**src/rtl/pulse_pkg.sv**
```systemverilog
// Shared definitions for the pulse generation / measurement family.
package pulse_pkg;

  typedef enum logic [1:0] {IDLE, HIGH, LOW} pulse_state_t;

  localparam int unsigned PULSE_N_BITS = 8;
  localparam int unsigned PULSE_C_BITS = 8;

  // Lengths of 0 are treated as 1 so every phase lasts at least one cycle.
  function automatic logic [31:0] max1(input logic [31:0] v);
    return (v == 32'd0) ? 32'd1 : v;
  endfunction

endpackage

```
**src/rtl/pulse_len_counter.sv**
```systemverilog
// Phase length down-counter: load with len-1, phase ends when zero reads 1.
module pulse_len_counter #(
  parameter int unsigned N_BITS = 8
) (
  input  logic              clk,
  input  logic              reset,
  input  logic              load,
  input  logic [N_BITS-1:0] load_value,
  input  logic              dec,
  output logic              zero
);

  logic [N_BITS-1:0] value;

  always_ff @(posedge clk or posedge reset) begin
    if (reset) begin
      value <= '0;
    end else if (load) begin
      value <= load_value;
    end else if (dec && (value != '0)) begin
      value <= value - 1'b1;
    end
  end

  assign zero = (value == '0);

endmodule

```
**src/rtl/pulse_train_gen.sv**
```systemverilog
// Programmable pulse train generator: N pulses of H high cycles separated by L low cycles.
module pulse_train_gen
  import pulse_pkg::*;
#(
  parameter int unsigned N_BITS = PULSE_N_BITS,
  parameter int unsigned C_BITS = PULSE_C_BITS
) (
  input  logic              clk,
  input  logic              reset,
  input  logic              start,
  input  logic              abort,
  input  logic [N_BITS-1:0] high_len,
  input  logic [N_BITS-1:0] low_len,
  input  logic [C_BITS-1:0] num_pulses,
  output logic              pulse_out,
  output logic              busy,
  output logic              done
);

  pulse_state_t      state, state_next;
  logic [N_BITS-1:0] high_lat, high_next;
  logic [N_BITS-1:0] low_lat, low_next;
  logic [C_BITS-1:0] pulse_cnt, pulse_cnt_next;
  logic              pulse_next, busy_next, done_next;
  logic              len_load, len_dec, len_zero;
  logic [N_BITS-1:0] len_load_value;
  logic [31:0]       high_clamp, low_clamp;

  assign high_clamp = max1(32'(high_len));
  assign low_clamp  = max1(32'(low_len));

  pulse_len_counter #(.N_BITS(N_BITS)) u_len (
    .clk        (clk),
    .reset      (reset),
    .load       (len_load),
    .load_value (len_load_value),
    .dec        (len_dec),
    .zero       (len_zero)
  );

  always_ff @(posedge clk or posedge reset) begin
    if (reset) begin
      state     <= IDLE;
      high_lat  <= '0;
      low_lat   <= '0;
      pulse_cnt <= '0;
      pulse_out <= 1'b0;
      busy      <= 1'b0;
      done      <= 1'b0;
    end else begin
      state     <= state_next;
      high_lat  <= high_next;
      low_lat   <= low_next;
      pulse_cnt <= pulse_cnt_next;
      pulse_out <= pulse_next;
      busy      <= busy_next;
      done      <= done_next;
    end
  end

  // Output registers are fed from next-state values so they align with state.
  always_comb begin
    state_next     = state;
    high_next      = high_lat;
    low_next       = low_lat;
    pulse_cnt_next = pulse_cnt;
    pulse_next     = 1'b0;
    busy_next      = 1'b0;
    done_next      = 1'b0;
    len_load       = 1'b0;
    len_load_value = '0;
    len_dec        = 1'b0;

    case (state)
      IDLE: begin
        if (start && !abort) begin
          if (num_pulses == '0) begin
            done_next = 1'b1;
          end else begin
            high_next      = high_clamp[N_BITS-1:0];
            low_next       = low_clamp[N_BITS-1:0];
            pulse_cnt_next = num_pulses;
            len_load       = 1'b1;
            len_load_value = high_clamp[N_BITS-1:0] - 1'b1;
            state_next     = HIGH;
            pulse_next     = 1'b1;
            busy_next      = 1'b1;
          end
        end
      end
      HIGH: begin
        if (abort) begin
          state_next = IDLE;
        end else if (len_zero) begin
          pulse_cnt_next = pulse_cnt - 1'b1;
          if (pulse_cnt == C_BITS'(1)) begin
            state_next = IDLE;
            done_next  = 1'b1;
          end else begin
            len_load       = 1'b1;
            len_load_value = low_lat - 1'b1;
            state_next     = LOW;
            busy_next      = 1'b1;
          end
        end else begin
          len_dec    = 1'b1;
          pulse_next = 1'b1;
          busy_next  = 1'b1;
        end
      end
      LOW: begin
        if (abort) begin
          state_next = IDLE;
        end else if (len_zero) begin
          len_load       = 1'b1;
          len_load_value = high_lat - 1'b1;
          state_next     = HIGH;
          pulse_next     = 1'b1;
          busy_next      = 1'b1;
        end else begin
          len_dec   = 1'b1;
          busy_next = 1'b1;
        end
      end
      default: state_next = IDLE;
    endcase
  end

endmodule

```
**config.mk**
```make
export PLATFORM = sky130hd
export DESIGN_NAME = pulse_train_gen
export DESIGN_NICKNAME = d
export VERILOG_FILES = /design/src/rtl/pulse_pkg.sv /design/src/rtl/pulse_len_counter.sv /design/src/rtl/pulse_train_gen.sv
export SDC_FILE = /design/constraint.sdc
export NUM_CORES = 1
export LEC_CHECK = 0
export CELL_PAD_IN_SITES_DETAIL_PLACEMENT = 1
export CELL_PAD_IN_SITES_GLOBAL_PLACEMENT = 2
export CORE_AREA = 2 2 106 78
export DETAILED_ROUTE_END_ITERATION = 16
export DIE_AREA = 0 0 108 80
export PLACE_DENSITY_LB_ADDON = 0.1
export SLEW_MARGIN = 40
export SYNTH_ARGS = -nofsm -noshare
export SYNTH_HDL_FRONTEND = slang
export SYNTH_SLANG_ARGS = --single-unit
```
**constraint.sdc**
```tcl
create_clock -name clk -period 2.11 [get_ports clk]
set_input_delay 0.633 -clock clk [delete_from_list [all_inputs] [get_ports clk]]
set_output_delay 0.633 -clock clk [all_outputs]
set_load 0.01 [all_outputs]
```
# ---- Word-level counts from Yosys, hierarchy flattened
# Cells that the tools add are included.
dict set report word_totals {
  latch_bits 0
  mem_bits_rw 0
  inputBits 28
  n_memories 0
  word_cells 85
  out_inout_bits 3
  reg_bits 37
  rom_bits 0
}
dict set report op_classes {
  div_mod_pow 0
  order_cmp 0
  add_sub_neg 5
  n_mux 47
  reduce_logical 15
  bitwise 1
  mul 0
  shifts 0
  eq_ne 9
}
# operator count
set ops {}
lappend ops {{8-bit 2-to-1 mux} 15}
lappend ops {{8-bit by 1-bit subtractor with 8-bit output, second input constant} 5}
lappend ops {{8-bit logical NOT} 4}
lappend ops {{8-bit case mux with 3 select lines} 1}
lappend ops {{1-bit 2-to-1 mux} 18}
lappend ops {{8-bit case mux with 2 select lines} 1}
lappend ops {{2-bit 2-to-1 mux} 7}
lappend ops {{1-bit case mux with 3 select lines} 3}
lappend ops {{8-bit by 1-bit equality test with 1-bit output, second input constant} 1}
lappend ops {{2-bit != test, second input constant} 4}
lappend ops {{8-bit nonzero test} 1}
lappend ops {{3-bit != test, second input constant} 2}
lappend ops {{2-bit case mux with 3 select lines} 1}
lappend ops {{5-bit AND reduction} 1}
lappend ops {{4-bit AND reduction} 1}
lappend ops {{2-bit nonzero test} 2}
lappend ops {{3-bit AND reduction} 1}
lappend ops {{2-bit by 1-bit equality test with 1-bit output, second input constant} 1}
lappend ops {{2-bit equality test, second input constant} 1}
lappend ops {{1-bit logical AND} 2}
lappend ops {{2-bit logical NOT} 1}
lappend ops {{1-bit case mux with 2 select lines} 1}
lappend ops {{2-bit OR reduction} 1}
lappend ops {{1-bit logical NOT} 1}
lappend ops {{1-bit inverter} 1}

# ---- Longest topological paths before layout
dict set report logic_depth {
  depth_word 7
  mapped_depth 9
  mapped_depth_nobuf 7
}

# ---- By module
# A second synthesis with hierarchy kept.
dict set report hier_totals {
  cells_unflattened 288
  hier_area_um2 2631.3
}
# module seq_area_each_um2 instances cells_each area_per_inst_um2
set by_module_without_submodules {}
lappend by_module_without_submodules {pulse_train_gen 725.7 1 235 2135.8}
lappend by_module_without_submodules {pulse_len_counter 200.2 1 53 495.5}

# ---- Worst setup path after synthesis
# Ideal clock, no wire load.
dict set report synth_path {
  path_type {input to register}
  from {input high_len[4]}
  to {register u_len.value[6]}
  setup_ps 134
  t_arrival_ps 1993
  cell_stages 7
  path_slack_ps -17
  path_buffers 0
  path_cell_list {nor4_1 > a31oi_1 > ha_1 > nand2_1 > xnor2_1 > a221oi_1 > mux2i_1}
}
dict set report synth_between {
  elab_chain_len 7
}
# element line_no
set synth_rtl {}
lappend synth_rtl {{from (decl)} pulse_train_gen.sv:12} ;# input logic [N_BITS-1:0] high_len,
lappend synth_rtl {{8-bit logical NOT} pulse_pkg.sv:11} ;# return (v == 32'd0) ? 32'd1 : v;
lappend synth_rtl {{8-bit 2-to-1 mux *} pulse_pkg.sv:11}
lappend synth_rtl {{8-bit by 1-bit subtractor with 8-bit output *} pulse_train_gen.sv:84} ;# len_load_value = high_clamp[N_BITS-1:0] - 1'b1;
lappend synth_rtl {{8-bit 2-to-1 mux *} pulse_train_gen.sv:77} ;# if (num_pulses == '0) begin
lappend synth_rtl {{8-bit 2-to-1 mux *} pulse_train_gen.sv:76} ;# if (start && !abort) begin
lappend synth_rtl {{8-bit case mux with 3 select lines *} pulse_train_gen.sv:74} ;# case (state)
lappend synth_rtl {{8-bit 2-to-1 mux *} pulse_len_counter.sv:18} ;# end else if (load) begin
lappend synth_rtl {{to (signal assigned)} pulse_len_counter.sv:19} ;# value <= load_value;
lappend synth_rtl {{to (signal assigned)} pulse_len_counter.sv:21} ;# value <= value - 1'b1;
lappend synth_rtl {{to (decl)} pulse_len_counter.sv:13} ;# logic [N_BITS-1:0] value;
# Every way passes the cells marked *; elsewhere a longest branch is shown, timed or not.
# A chain may end at the register's enable or synchronous reset.

# ---- Final worst setup path
dict set report layout_path {
  from {register pulse_cnt[1]}
  to {register u_len.value[2]}
}
dict set report layout_between {
  elab_chain_len 6
  word_cells_on_any_way 11
}
# element line_no
set layout_rtl {}
lappend layout_rtl {{from (decl)} pulse_train_gen.sv:23} ;# logic [C_BITS-1:0] pulse_cnt, pulse_cnt_next;
lappend layout_rtl {{from (signal assigned)} pulse_train_gen.sv:54} ;# pulse_cnt <= pulse_cnt_next;
lappend layout_rtl {{8-bit by 1-bit equality test with 1-bit output *} pulse_train_gen.sv:96} ;# if (pulse_cnt == C_BITS'(1)) begin
lappend layout_rtl {{8-bit 2-to-1 mux / 1-bit 2-to-1 mux (equally long branches)} pulse_train_gen.sv:96}
lappend layout_rtl {{8-bit 2-to-1 mux / 1-bit 2-to-1 mux (equally long branches)} pulse_train_gen.sv:94} ;# end else if (len_zero) begin
lappend layout_rtl {{8-bit 2-to-1 mux / 1-bit 2-to-1 mux (equally long branches)} pulse_train_gen.sv:92} ;# if (abort) begin
lappend layout_rtl {{8-bit case mux with 3 select lines / 1-bit case mux with 3 select lines (equally long branches)} pulse_train_gen.sv:74}
lappend layout_rtl {{8-bit 2-to-1 mux / 2-bit nonzero test (equally long branches)} -}
# Marks and branches as above.

==> flow_metrics.tcl <==
set metrics [dict create \
    synthesis.area_um2 2596 \
    vias_per_cell 5.079 \
    fin_cells 484 \
    ys.warnings.count 0 \
    grt_setup_unrepaired "true" \
    grt_max_degree 38 \
    syn_inst 289 \
    status "completed" \
    ir_worst_vdd_uv 559.8 \
    clock_path_buffers 2 \
    syn2layout_area_growth_pct 47.08 \
    path_class "reg2reg" \
    ys.flop_type "dfrtp_1" \
    synth.top_cells.by_area "dfrtp_1, nand2_1, xnor2_1, ha_1, nor2_1" \
    max_freq_mhz 475.1 \
    fillers 890 \
    hpwl_um 6290 \
    cp_max_fo 6 \
    drtPass1Iterations 4 \
    final_max_slew_viol_count 0 \
    synth-xor-area-share 0.06747 \
    timing.final.hold_violations 0 \
    setup_viol 0 \
    insertion_delay_ns 0.29 \
    antenna_found_initial 0 \
    clock_sinks 37 \
    required_ns 2.27 \
    async_flop_share 1.000 \
    tritoncts "yes" \
    muxShareOfSynthArea 0.02361 \
    drv_cap 0 \
    synth-edff-count 0 \
    grt_pass1_vias 2563 \
    portBuffers 30 \
    vias 2458 \
    cts-root-buf "clkbuf_8" \
    syn_avg_cell_area_um2 8.984 \
    synthAdderAreaFrac 0.04819 \
    worstPathArrival_ns 2.27 \
    synth_most_common_cell "nand2_1" \
    synth_top_family_by_area "simple AND/OR/NAND/NOR gates" \
    relSlewSlack 0.7217 \
    worst_hold_path_type "reg2reg" \
    fin_crit_sh 0.9975 \
    post_dp_cell_area_um2 3392 \
    die_y_um 80 \
    synth_top_area_cell "dfrtp_1" \
    drt-total-wl_um 8371 \
    dieArea_um2 8640 \
    p_leak_nw 1.636 \
    dpl_worst_slack_ns -0.4980 \
    drt_iter0_markers 120 \
    rows 27 \
    drive_gt1_frac 0.3420 \
    io_pins 31 \
    fin_nets 420 \
    die_w_um 108 \
    cp-start-kind "flip-flop" \
    overflow 0 \
    cts_buffers 5 \
    clkSlewWorstSetupHoldPaths_ns 0.08 \
    core_um2 7601 \
    gp_congestion 0.8001 \
    tightestPinTransition_ns 0.4117 \
    period_minus_slack_ns 2.105 \
    htreeDepth 2 \
    critical_path.endpoint_type "flip-flop" \
    grt_pass1_wl_um 13500 \
    finalPower_mw 4.970 \
    synth_top_area_frac 0.3566 \
    dp.cells 463 \
    diodes 0 \
    fin_skew_ns 0.01041 \
    grt.total_usage 0.2033 \
    synth_commonest_cells "nand2_1, dfrtp_1, nor2_1, a21oi_1, xnor2_1" \
    power_density_nw_per_um2 1301 \
    seq_area_frac_synth 0.3566 \
    ys_types 59 \
    synth_compound_area_frac 0.1952 \
    ys_ff_latch 37 \
    initial_core_util 0.3416 \
    synth_fp_nets 327 \
    final_util 0.5024 \
    postLayoutSetupSlackWorst_ns 0.005170 \
    wl_per_cell_um 17.30 \
    antenna_left 0 \
    drc 0 \
    yosys.area_share.simple 0.2622 \
    final_cell_area_um2 3819 \
]
[worst max-delay path, stage by stage (launching register included)]
cell and delay, ns:
dfrtp_1 0.40, inv_2 0.08, ha_4 0.12, or4b_4 0.48, o2111ai_4 0.29, a31oi_4 0.18
buf_12 0.17, a211oi_2 0.19, a21oi_1 0.07
[power by group]
group | total, mW | internal (mW) | switching [mW]
Combinational | 3.07 | 1.53 | 1.54
Sequential | 1.41 | 1.05 | 0.357
Clock | 0.492 | 0.229 | 0.262
[cell usage in the layout (no fill, tap or decap), types with 4 or more instances in the layout]
master	count
xnor2_1	17
nor2_1	24
buf_6	6
buf_12	5
inv_1	14
or4_4	4
clkdlybuf4s50_1	14
or3_1	5
buf_4	52
clkbuf_8	5
o21ai_0	8
nor3_1	6
dlygate4sd2_1	5
nand2_1	51
a21oi_1	12
dfrtp_1	37
a31oi_1	4
o21ai_2	4
mux2i_1	5
ha_1	7
nor2b_1	4
a21oi_2	5
o22a_1	6
dlymetal6s2s_1	5
[metal layers]
metal | track usage | wire (um) | vias up
met2 | 0.2981 | 3527 | 33
li1 | - | - | 1209
met3 | 0.03184 | 240 | 2
met5 | 0 | 0 | -
met1 | 0.3164 | 4568 | 1214
met4 | 0.03077 | 34 | 0
[area by class of cell]
class	instances	area [um2]	area share
clock buffer	6	72.57	0.01900
timing repair buffer	95	902.1	0.2362
multi-input combinational	228	1725	0.4518
inverter	15	56.30	0.01474
sequential	37	925.9	0.2425
tap	101	126.4	0.03309
clock inverter	2	10.01	0.002621
[timing repair]
action                                  CTS  global route
pin swaps                                15            16
endpoints found under the setup margin   34            16
gates resized for setup                  27            39
hold buffers                              0             0
buffers inserted                          5             6
cloned                                    1             1
[cell families (layout without fill, tap and decap cells)]
| logic type | after synthesis | count (layout) |
|---|---|---|
| buffers and inverters | 24 | 118 |
| DFF | 37 | 37 |
| and+or+nand+nor | 125 | 125 |
| AOI/OAI and AO/OA | 67 | 67 |
| muxes | 6 | 6 |
| xor gates and xnor gates | 20 | 20 |
| adders and majority gates | 10 | 10 |
[state kept, by name, summed over array words and instances, names as in the netlist]
register / count
high_lat: 8
low_lat: 8
pulse_cnt: 8
u_len.value: 8
state: 2
busy: 1
done: 1
pulse_out: 1
[path summary, 6_finish.rpt]
kind                              start        endpoint  slack [ns]  cells past startpoint
setup / recovery           pulse_cnt[1]  u_len.value[2]       0.005                      8
hold / removal              high_lat[7]     high_lat[7]        0.53                      2
setup reg to reg           pulse_cnt[1]  u_len.value[2]       0.005                      8
hold reg to reg             high_lat[7]     high_lat[7]        0.53                      2
max in group asynchronous         reset  u_len.value[7]        1.19                      3
min in group asynchronous         reset    pulse_cnt[5]        0.70                      3
[through the flow]
stage | TNS [ns] | hold slack (ns)
global route | -0.3442 | 0.5727
CTS | 0 | 0.5384
detailed placement | -14.87 | 0.5197
global placement | -13.96 | 0.4938
finish | 0 | 0.5343
floorplan | 0 | 0.4668
No activity file was read; power rests on OpenSTA's default activity.
